$ cat config.mk
export PLATFORM = sky130hd
export DESIGN_NAME = window_gen_flat
export DESIGN_NICKNAME = d
export VERILOG_FILES = /design/src/rtl/window_gen_if.sv /design/src/rtl/window_gen.sv /design/src/flat_wrapper.sv
export SDC_FILE = /design/constraint.sdc
export NUM_CORES = 1
export LEC_CHECK = 0
export BUFFER_PORTS_ARGS = -buffer_cell sky130_fd_sc_hd__buf_2
export CELL_PAD_IN_SITES_DETAIL_PLACEMENT = 0
export CELL_PAD_IN_SITES_GLOBAL_PLACEMENT = 1
export CORE_ASPECT_RATIO = 1.25
export CORE_MARGIN = 3
export CORE_UTILIZATION = 47
export CTS_CLUSTER_SIZE = 16
export DETAILED_ROUTE_END_ITERATION = 10
export PLACE_DENSITY_LB_ADDON = 0.1
export REMOVE_ABC_BUFFERS = 1
export SYNTH_ARGS = -nofsm -noshare
export SYNTH_HDL_FRONTEND = slang
export SYNTH_SLANG_ARGS = --single-unit
$ cat constraint.sdc
create_clock -name clk -period 8.15 [get_ports clk]
set_input_delay 0.815 -clock clk [delete_from_list [all_inputs] [get_ports clk]]
set_output_delay 0.815 -clock clk [all_outputs]
set_load 0.005 [all_outputs]
$ cat src/rtl/window_gen_if.sv
// ---------------------------------------------------------------------------
// window_gen_if
// Bundles the control, pixel-stream and window-output signals of window_gen.
//   start      one-cycle pulse that begins a frame; img_w/img_h sampled with it
//   img_w      frame width  (K..MAX_W legal)
//   img_h      frame height (K..MAX_H legal)
//   in_valid   din carries a pixel this cycle
//   din        pixel, raster order
//   in_ready   high while a frame is active; accept = in_valid & in_ready
//   out_valid  one-cycle pulse, win holds a new window
//   win        K*K window, element (r,c) at win[(r*K+c)*DW +: DW]
//   busy       frame in progress
//   frame_done one-cycle pulse alongside the last window of a frame
//   err        one-cycle pulse, start rejected for an illegal size
// Modports: master drives the stream (producer side), slave is the generator.
// ---------------------------------------------------------------------------
interface window_gen_if #(
  parameter int DW    = 8,
  parameter int K     = 5,
  parameter int MAX_W = 28,
  parameter int MAX_H = 28
) ();
  logic                         start;
  logic [$clog2(MAX_W+1)-1:0]   img_w;
  logic [$clog2(MAX_H+1)-1:0]   img_h;
  logic                         in_valid;
  logic [DW-1:0]                din;
  logic                         in_ready;
  logic                         out_valid;
  logic [K*K*DW-1:0]            win;
  logic                         busy;
  logic                         frame_done;
  logic                         err;

  modport master (
    output start, img_w, img_h, in_valid, din,
    input  in_ready, out_valid, win, busy, frame_done, err
  );

  modport slave (
    input  start, img_w, img_h, in_valid, din,
    output in_ready, out_valid, win, busy, frame_done, err
  );
endinterface

$ cat src/rtl/window_gen.sv
// ---------------------------------------------------------------------------
// window_gen
// K x K sliding-window generator for a raster pixel stream with a run-time
// frame size. K-1 line buffers hold the previous rows; a K x K register
// window shifts left on every accepted pixel. A window is emitted (registered,
// one cycle after the completing accept) whenever the accepted pixel sits at
// row >= K-1 and col >= K-1, i.e. it is the bottom-right element.
// Ports:
//   clk   rising-edge clock
//   rstn  synchronous active-low reset
//   bus   window_gen_if.slave (start/size, pixel stream, window output, status)
// ---------------------------------------------------------------------------
module window_gen #(
  parameter int DW    = 8,
  parameter int K     = 5,
  parameter int MAX_W = 28,
  parameter int MAX_H = 28
) (
  input  logic        clk,
  input  logic        rstn,
  window_gen_if.slave bus
);
  localparam int WW = $clog2(MAX_W + 1);
  localparam int HW = $clog2(MAX_H + 1);
  localparam int AW = (MAX_W > 1) ? $clog2(MAX_W) : 1;

  localparam logic [WW-1:0] K_W     = WW'(K);
  localparam logic [WW-1:0] MAX_W_L = WW'(MAX_W);
  localparam logic [WW-1:0] ONE_W   = WW'(1);
  localparam logic [HW-1:0] K_H     = HW'(K);
  localparam logic [HW-1:0] MAX_H_L = HW'(MAX_H);
  localparam logic [HW-1:0] ONE_H   = HW'(1);

  typedef enum logic {IDLE, RUN} state_t;

  state_t state, state_nxt;

  logic [WW-1:0] w_q, col;
  logic [HW-1:0] h_q, row;
  logic [AW-1:0] addr;

  // line_buf[0] holds the row just above the current one, line_buf[K-2] the oldest.
  logic [DW-1:0] line_buf  [K-1][MAX_W];
  logic [DW-1:0] shift_q   [K][K];
  logic [DW-1:0] shift_nxt [K][K];

  logic [K*K*DW-1:0] win_nxt, win_q;
  logic              out_valid_q, frame_done_q, err_q;

  logic size_ok, accept, col_last, row_last, win_hit, last_pix;

  assign addr = col[AW-1:0];

  // Control decode and FSM next state.
  // NOTE: every always_comb output gets a default first so no path leaves it unassigned (no latch).
  always_comb begin
    size_ok   = (bus.img_w >= K_W) && (bus.img_w <= MAX_W_L) &&
                (bus.img_h >= K_H) && (bus.img_h <= MAX_H_L);
    // start wins over a simultaneous pixel, which is dropped.
    accept    = (state == RUN) && bus.in_valid && !bus.start;
    col_last  = (col == w_q - ONE_W);
    row_last  = (row == h_q - ONE_H);
    win_hit   = accept && (col >= K_W - ONE_W) && (row >= K_H - ONE_H);
    last_pix  = accept && col_last && row_last;
    state_nxt = state;
    if (bus.start) begin
      // An illegal start while running aborts the frame.
      state_nxt = size_ok ? RUN : IDLE;
    end else if (last_pix) begin
      state_nxt = IDLE;
    end
  end

  // Next window: shift left, new right column = {line buffers, din}.
  always_comb begin
    win_nxt = '0;
    for (int r = 0; r < K; r++) begin
      for (int c = 0; c < K - 1; c++) begin
        shift_nxt[r][c] = shift_q[r][c+1];
      end
    end
    for (int r = 0; r < K - 1; r++) begin
      shift_nxt[r][K-1] = line_buf[K-2-r][addr];
    end
    shift_nxt[K-1][K-1] = bus.din;
    for (int r = 0; r < K; r++) begin
      for (int c = 0; c < K; c++) begin
        win_nxt[(r*K+c)*DW +: DW] = shift_nxt[r][c];
      end
    end
  end

  // NOTE: sequential state uses non-blocking assignments so every register samples pre-edge values.
  always_ff @(posedge clk) begin
    if (!rstn) state <= IDLE;
    else       state <= state_nxt;
  end

  always_ff @(posedge clk) begin
    if (!rstn) begin
      w_q          <= '0;
      h_q          <= '0;
      col          <= '0;
      row          <= '0;
      win_q        <= '0;
      out_valid_q  <= 1'b0;
      frame_done_q <= 1'b0;
      err_q        <= 1'b0;
    end else begin
      out_valid_q  <= 1'b0;
      frame_done_q <= 1'b0;
      err_q        <= 1'b0;
      if (bus.start) begin
        col <= '0;
        row <= '0;
        if (size_ok) begin
          w_q <= bus.img_w;
          h_q <= bus.img_h;
        end else begin
          err_q <= 1'b1;
        end
      end else if (accept) begin
        if (col_last) begin
          col <= '0;
          row <= row + ONE_H;
        end else begin
          col <= col + ONE_W;
        end
        if (win_hit) begin
          out_valid_q  <= 1'b1;
          win_q        <= win_nxt;
          frame_done_q <= last_pix;
        end
      end
    end
  end

  // NOTE: the line buffers and shift window have no reset; stale contents are never
  // exposed because a window needs K-1 fresh rows and K fresh columns first.
  always_ff @(posedge clk) begin
    if (rstn && accept) begin
      shift_q <= shift_nxt;
      line_buf[0][addr] <= bus.din;
      for (int j = 1; j < K - 1; j++) begin
        line_buf[j][addr] <= line_buf[j-1][addr];
      end
    end
  end

  assign bus.busy       = (state == RUN);
  assign bus.in_ready   = (state == RUN);
  assign bus.out_valid  = out_valid_q;
  assign bus.win        = win_q;
  assign bus.frame_done = frame_done_q;
  assign bus.err        = err_q;

endmodule

$ cat src/flat_wrapper.sv
// flat-port wrapper written by rule: the top's interface ports become plain ports
module window_gen_flat 
#(
  parameter int DW    = 8,
  parameter int K     = 5,
  parameter int MAX_W = 28,
  parameter int MAX_H = 28
)
  (clk, rstn, bus_start, bus_img_w, bus_img_h, bus_in_valid, bus_din, bus_in_ready, bus_out_valid, bus_win, bus_busy, bus_frame_done, bus_err);
  window_gen_if #(.DW(DW), .K(K), .MAX_W(MAX_W), .MAX_H(MAX_H)) bus_i ();
  input  logic clk;
  input  logic rstn;
  input wire logic [$bits(bus_i.start)-1:0] bus_start;
  input wire logic [$bits(bus_i.img_w)-1:0] bus_img_w;
  input wire logic [$bits(bus_i.img_h)-1:0] bus_img_h;
  input wire logic [$bits(bus_i.in_valid)-1:0] bus_in_valid;
  input wire logic [$bits(bus_i.din)-1:0] bus_din;
  output wire logic [$bits(bus_i.in_ready)-1:0] bus_in_ready;
  output wire logic [$bits(bus_i.out_valid)-1:0] bus_out_valid;
  output wire logic [$bits(bus_i.win)-1:0] bus_win;
  output wire logic [$bits(bus_i.busy)-1:0] bus_busy;
  output wire logic [$bits(bus_i.frame_done)-1:0] bus_frame_done;
  output wire logic [$bits(bus_i.err)-1:0] bus_err;
  assign bus_i.start = bus_start;
  assign bus_i.img_w = bus_img_w;
  assign bus_i.img_h = bus_img_h;
  assign bus_i.in_valid = bus_in_valid;
  assign bus_i.din = bus_din;
  assign bus_in_ready = bus_i.in_ready;
  assign bus_out_valid = bus_i.out_valid;
  assign bus_win = bus_i.win;
  assign bus_busy = bus_i.busy;
  assign bus_frame_done = bus_i.frame_done;
  assign bus_err = bus_i.err;
  window_gen #(.DW(DW), .K(K), .MAX_W(MAX_W), .MAX_H(MAX_H)) u_core (.clk(clk), .rstn(rstn), .bus(bus_i));
endmodule
# Yosys cells after proc, flatten, opt, wreduce, memory -nomap -nowiden
# Memories as Yosys holds them, arrays and structs flattened.
# Cells that the tools add are included.
# op_classes
addsub,4
n_mul,0
div,0
order_cmp,8
eq_ne,2
n_shift,0
mux,22
n_bitwise,5
n_reduce_logical,20
# op_table
operator,count
$mux W224,1
$bmux W8 S5,4
$mux W8,9
$demux W8 S5,1
$ge A5 B3 Y1 const B,4
$logic_and A1 B1 Y1,11
$add A5 B1 Y5 const B,2
$eq A5 B5 Y1,2
$le A5 B5 Y1 const B,2
$sub A5 B1 Y5 const B,2
$ge A6 B6 Y1 const B,1
$lt A6 B1 Y1 const B,1
$mux W1,6
$not A5 Y6,1
$reduce_and A2 Y1,3
$mux W5,1
$not A1 Y1,4
$reduce_or A4 Y1,1
$reduce_and A3 Y1,1
$reduce_or A3 Y1,1
$reduce_bool A2 Y1,1
$reduce_or A2 Y1,1
$logic_not A1 Y1,1
# totals
reg_bits,384
latchBits,0
mem_bits_rw,896
mem_bits_ro,0
elab_cells,91
memories,1
# mem_list
memory,depth,width,read_ports,rd_clocked_by_memory_dff,wr,line_no,source
u_core.line_buf,4,224,4,0,4,window_gen.sv:43,logic [DW-1:0] line_buf [K-1][MAX_W];

# Logic depth before layout (Yosys ltp)
# depth
ltp_word,6
ltp_mapped,9
depth_no_buf,7

# Worst setup path before layout
# OpenSTA, ideal clock, no wires.
# synth_path
path_type,input-to-reg
startpoint,input bus_start
endpoint,"memory u_core.line_buf[0][200] (netlist name), enable pin"
setup_time_ps,421
arrival_time_ps,7417
slack_ps,312
stages,6
path_buffers,1
cell_sequence,nand2b_1 -> nor2_1 -> buf_2 -> and2_1 -> nand2_1 -> nor2_1
# synth_lines
element,line_no,source
"start, declared",flat_wrapper.sv:13,input wire logic [$bits(bus_i.start)-1:0] bus_start;
"end, declared",window_gen.sv:43,

==> results by group <==
Finish
  • Share of layout cells above drive strength 1: 19.4%
  • Synth-to-layout area growth: 13.9%
  • Final #Nets: 3071
  • Fin util: 54.3%
  • Non-Filler Instances: 4460
  • Cell area after layout: 0.0542 mm2
  • Fill cells: 7923
  • Reg area: 0.0362 mm2
  • Footprint of the multi-input gates: 0.0107 mm2

Clocking
  • Postcts setup bufs: 0
  • Hold Buf Count CTS: 0
  • Clk root buf: clkbuf_16
  • CTS Buffer Depth: 3
  • Clk sinks: 1280
  • CTS buffer count: 121
  • Clock latency on the worst-skew pair: 0.70 ns
  • CTS tree: done
  • Max H-tree Level: 3
  • Clock Pin Slew Worst Setup and Hold Paths: 0.07 ns
  • Resized Gates After CTS: 0

Floorplan
  • Die X: 291 um
  • Row Count: 129
  • Ports: 227
  • Die height: 362 um
  • DIE AREA: 0.105 mm2
  • Initial Util: 47.7%
  • Core Area: 0.0997 mm2

Yosys
  • Seq/Total Area, Yosys: 76.1%
  • Ys flop type: edfxtp_1
  • Asr flop ratio synth: 0%
  • Post-synth top area cell: edfxtp_1
  • Synth Register Bits: 1280
  • Syn Std Cell Area: 0.0476 mm2
  • Yosys cell types: 61
  • EDFF count, synth: 1056
  • Mapped Cells: 2804
  • Syn avg cell area: 17.0 um2
  • Most instantiated cells after synthesis: edfxtp_1 (1056), nand2_1 (363), mux2i_1 (256)
  • Synth Warn #: 0
  • Most common cell in the netlist: edfxtp_1
  • Top post-synthesis cells by area: edfxtp_1 (67%), dfxtp_1 (9.4%), mux2i_1 (5.4%)
  • Top-area cell type share of the netlist area: 66.7%

Status
  • Outcome: complete, no violations

Routing
  • DRT Wirelength: 118 mm
  • Via-to-Cell Ratio: 5.64
  • WL per Instance: 26.4 um
  • Initial detailed-routing violation count: 2287
  • Final ANT Viol Nets: 0
  • # DRC: 0
  • Vias: 25138
  • Pre-antenna DRT Iters: 6

Timing
  • Clock Skew: 0.0340 ns
  • Slew @ Worst Pin: 1.31 ns
  • Period utilization: 53.1%
  • Slew Viols, Final: 0
  • Final min period: 4.33 ns
  • Slew margin rel.: 12.1%
  • Final TNS setup: 0 ns
  • Hold_ws: 0.398 ns
  • RSZ-0062 raised after global routing: false
  • Fin. Hold Viols: 0
  • Max Clk Rate: 231 MHz
  • Final setup viols: 0
  • Final worst setup slack: 3.82 ns

Run
  • # Max-Cap Violations: 0

Global route
  • Global route overflow: 0
  • Initial antenna violation count: 4
  • Vias in the first global route: 25264
  • GRT Total Usage: 22.1%
  • First-pass GRT wire length: 172 mm
  • Largest net degree at the start of global routing: 158

Placement
  • GP Congestion: 0.763
  • Dpl ws: 3.51 ns
  • Post-DP Area: 0.0503 mm2
  • DP HPWL: 61.5 mm
  • Buffers on Ports: 226
  • Placed cell count: 4228

Critical path
  • Worst path top cell family by delay: simple AND/OR/NAND/NOR gates
  • Critical path's slowest cell: nand3_1
  • Crit path DAT: 4.44 ns
  • Critical Path Fanout Max: 46
  • CP Class: reg -> reg
  • CP startpoint: u_core.addr[1]
  • CP endpoint kind: flop
  • Delay of the slowest critical-path stage: 0.99 ns
  • Startpoint types: flop
  • Worst r2r src: u_core.addr[1]
  • Buffers and inverters on the worst path: 1
  • R2r worst-path depth: 5
  • Critical Path Stages: 5
  • Critical path cell sequence: buf_4 -> mux2i_1 -> o22ai_1 -> nor4_1 -> nand3_1
  • Critical Path RT: 8.26 ns

Hold path
  • Min-delay src: bus_start
  • Worst hold path class: in -> reg
  • Hold Path Depth: 3

Power and ir drop
  • Cell Pwr Density: 234 mW/mm2
  • VDD IR max: 0.214 mV
  • Total power: 12.7 mW
  • Static Leak: 17.3 nW
## cells in the final DEF, fill, tap and decap left out, types with 13 or more instances in the layout
cell / synthesis / routed
inv_1: 13 / 13
o21ba_1: 15 / 15
clkbuf_16: 0 / 124
a211oi_1: 15 / 15
clkinv_2: 0 / 22
nor2b_1: 15 / 13
mux4_2: 102 / 102
buf_2: 82 / 225
clkbuf_1: 57 / 32
mux2i_1: 256 / 256
nor4_1: 17 / 17
a21boi_1: 50 / 50
nand3_1: 37 / 37
a31oi_1: 15 / 15
o22ai_1: 95 / 95
edfxtp_1: 1056 / 1056
clkinv_1: 0 / 20
a22oi_1: 58 / 58
nand2_1: 363 / 363
nor2_4: 0 / 29
o21ai_0: 37 / 37
a21boi_0: 118 / 118
dfxtp_1: 224 / 222
buf_4: 15 / 48
## flip-flops by register name, summed over array words and instances, names as in the netlist
| signal | flops |
|---|---|
| u_core.w_q | 5 |
| u_core.addr | 5 |
| u_core.line_buf | 896 |
| u_core.shift_nxt | 160 |
| u_core.bus.win | 200 |
| u_core.bus.out_valid | 1 |
| u_core.bus.err | 1 |
| u_core.bus.busy | 1 |
| u_core.row | 5 |
| u_core.bus.frame_done | 1 |
| u_core.h_q | 5 |
## metal layers
| layer | GRT usage (%) | up-vias | routed length, um |
|---|---|---|---|
| met5 | 1.04 | - | 158 |
| met4 | 7.66 | 2 | 3450 |
| met3 | 3.66 | 181 | 7150 |
| met2 | 37.4 | 809 | 58800 |
| met1 | 29.3 | 12826 | 48100 |
| li1 | - | 11320 | - |
## path summary, 6_finish.rpt
path	to	slack (ns)
setup / recovery	u_core.line_buf[1][5]	3.82
hold / removal	u_core.bus.err	0.40
setup reg to reg	u_core.line_buf[1][5]	3.82
hold reg to reg	u_core.shift_nxt[151]	0.44
## worst reg2reg max path, stage by stage (launching register included)
cell and delay, ns:
dfxtp_4 0.91, buf_4 0.78, mux2i_1 0.30, o22ai_1 0.10, nor4_1 0.66, nand3_1 0.99
## area by class of cell
type	count	area share [%]
clock inverters	63	1.08
inverters	13	0.0901
diodes	5	0.0231
well taps	1310	3.02
clock buffers	164	6.15
multi-input cells	1345	19.8
flip-flops and latches	1280	66.8
repair buffers	280	2.99
## cell families after synthesis
family / synth area share [%]
AOI/OAI and AO/OA: 6.64
xor gates and xnor gates: 0.276
adders and majority gates: 0.210
buffers and inverters: 1.90
DFF: 76.1
muxes: 10.2
and+or+nand+nor: 4.69
## power by group
| group | switching [mW] | internal (mW) | leakage, nW |
|---|---|---|---|
| clock network | 2.38 | 3.15 | 1.92 |
| logic | 0.0856 | 0.0420 | 4.03 |
| registers | 0.00916 | 7.03 | 11.3 |
(Power assumes the default switching activity.)
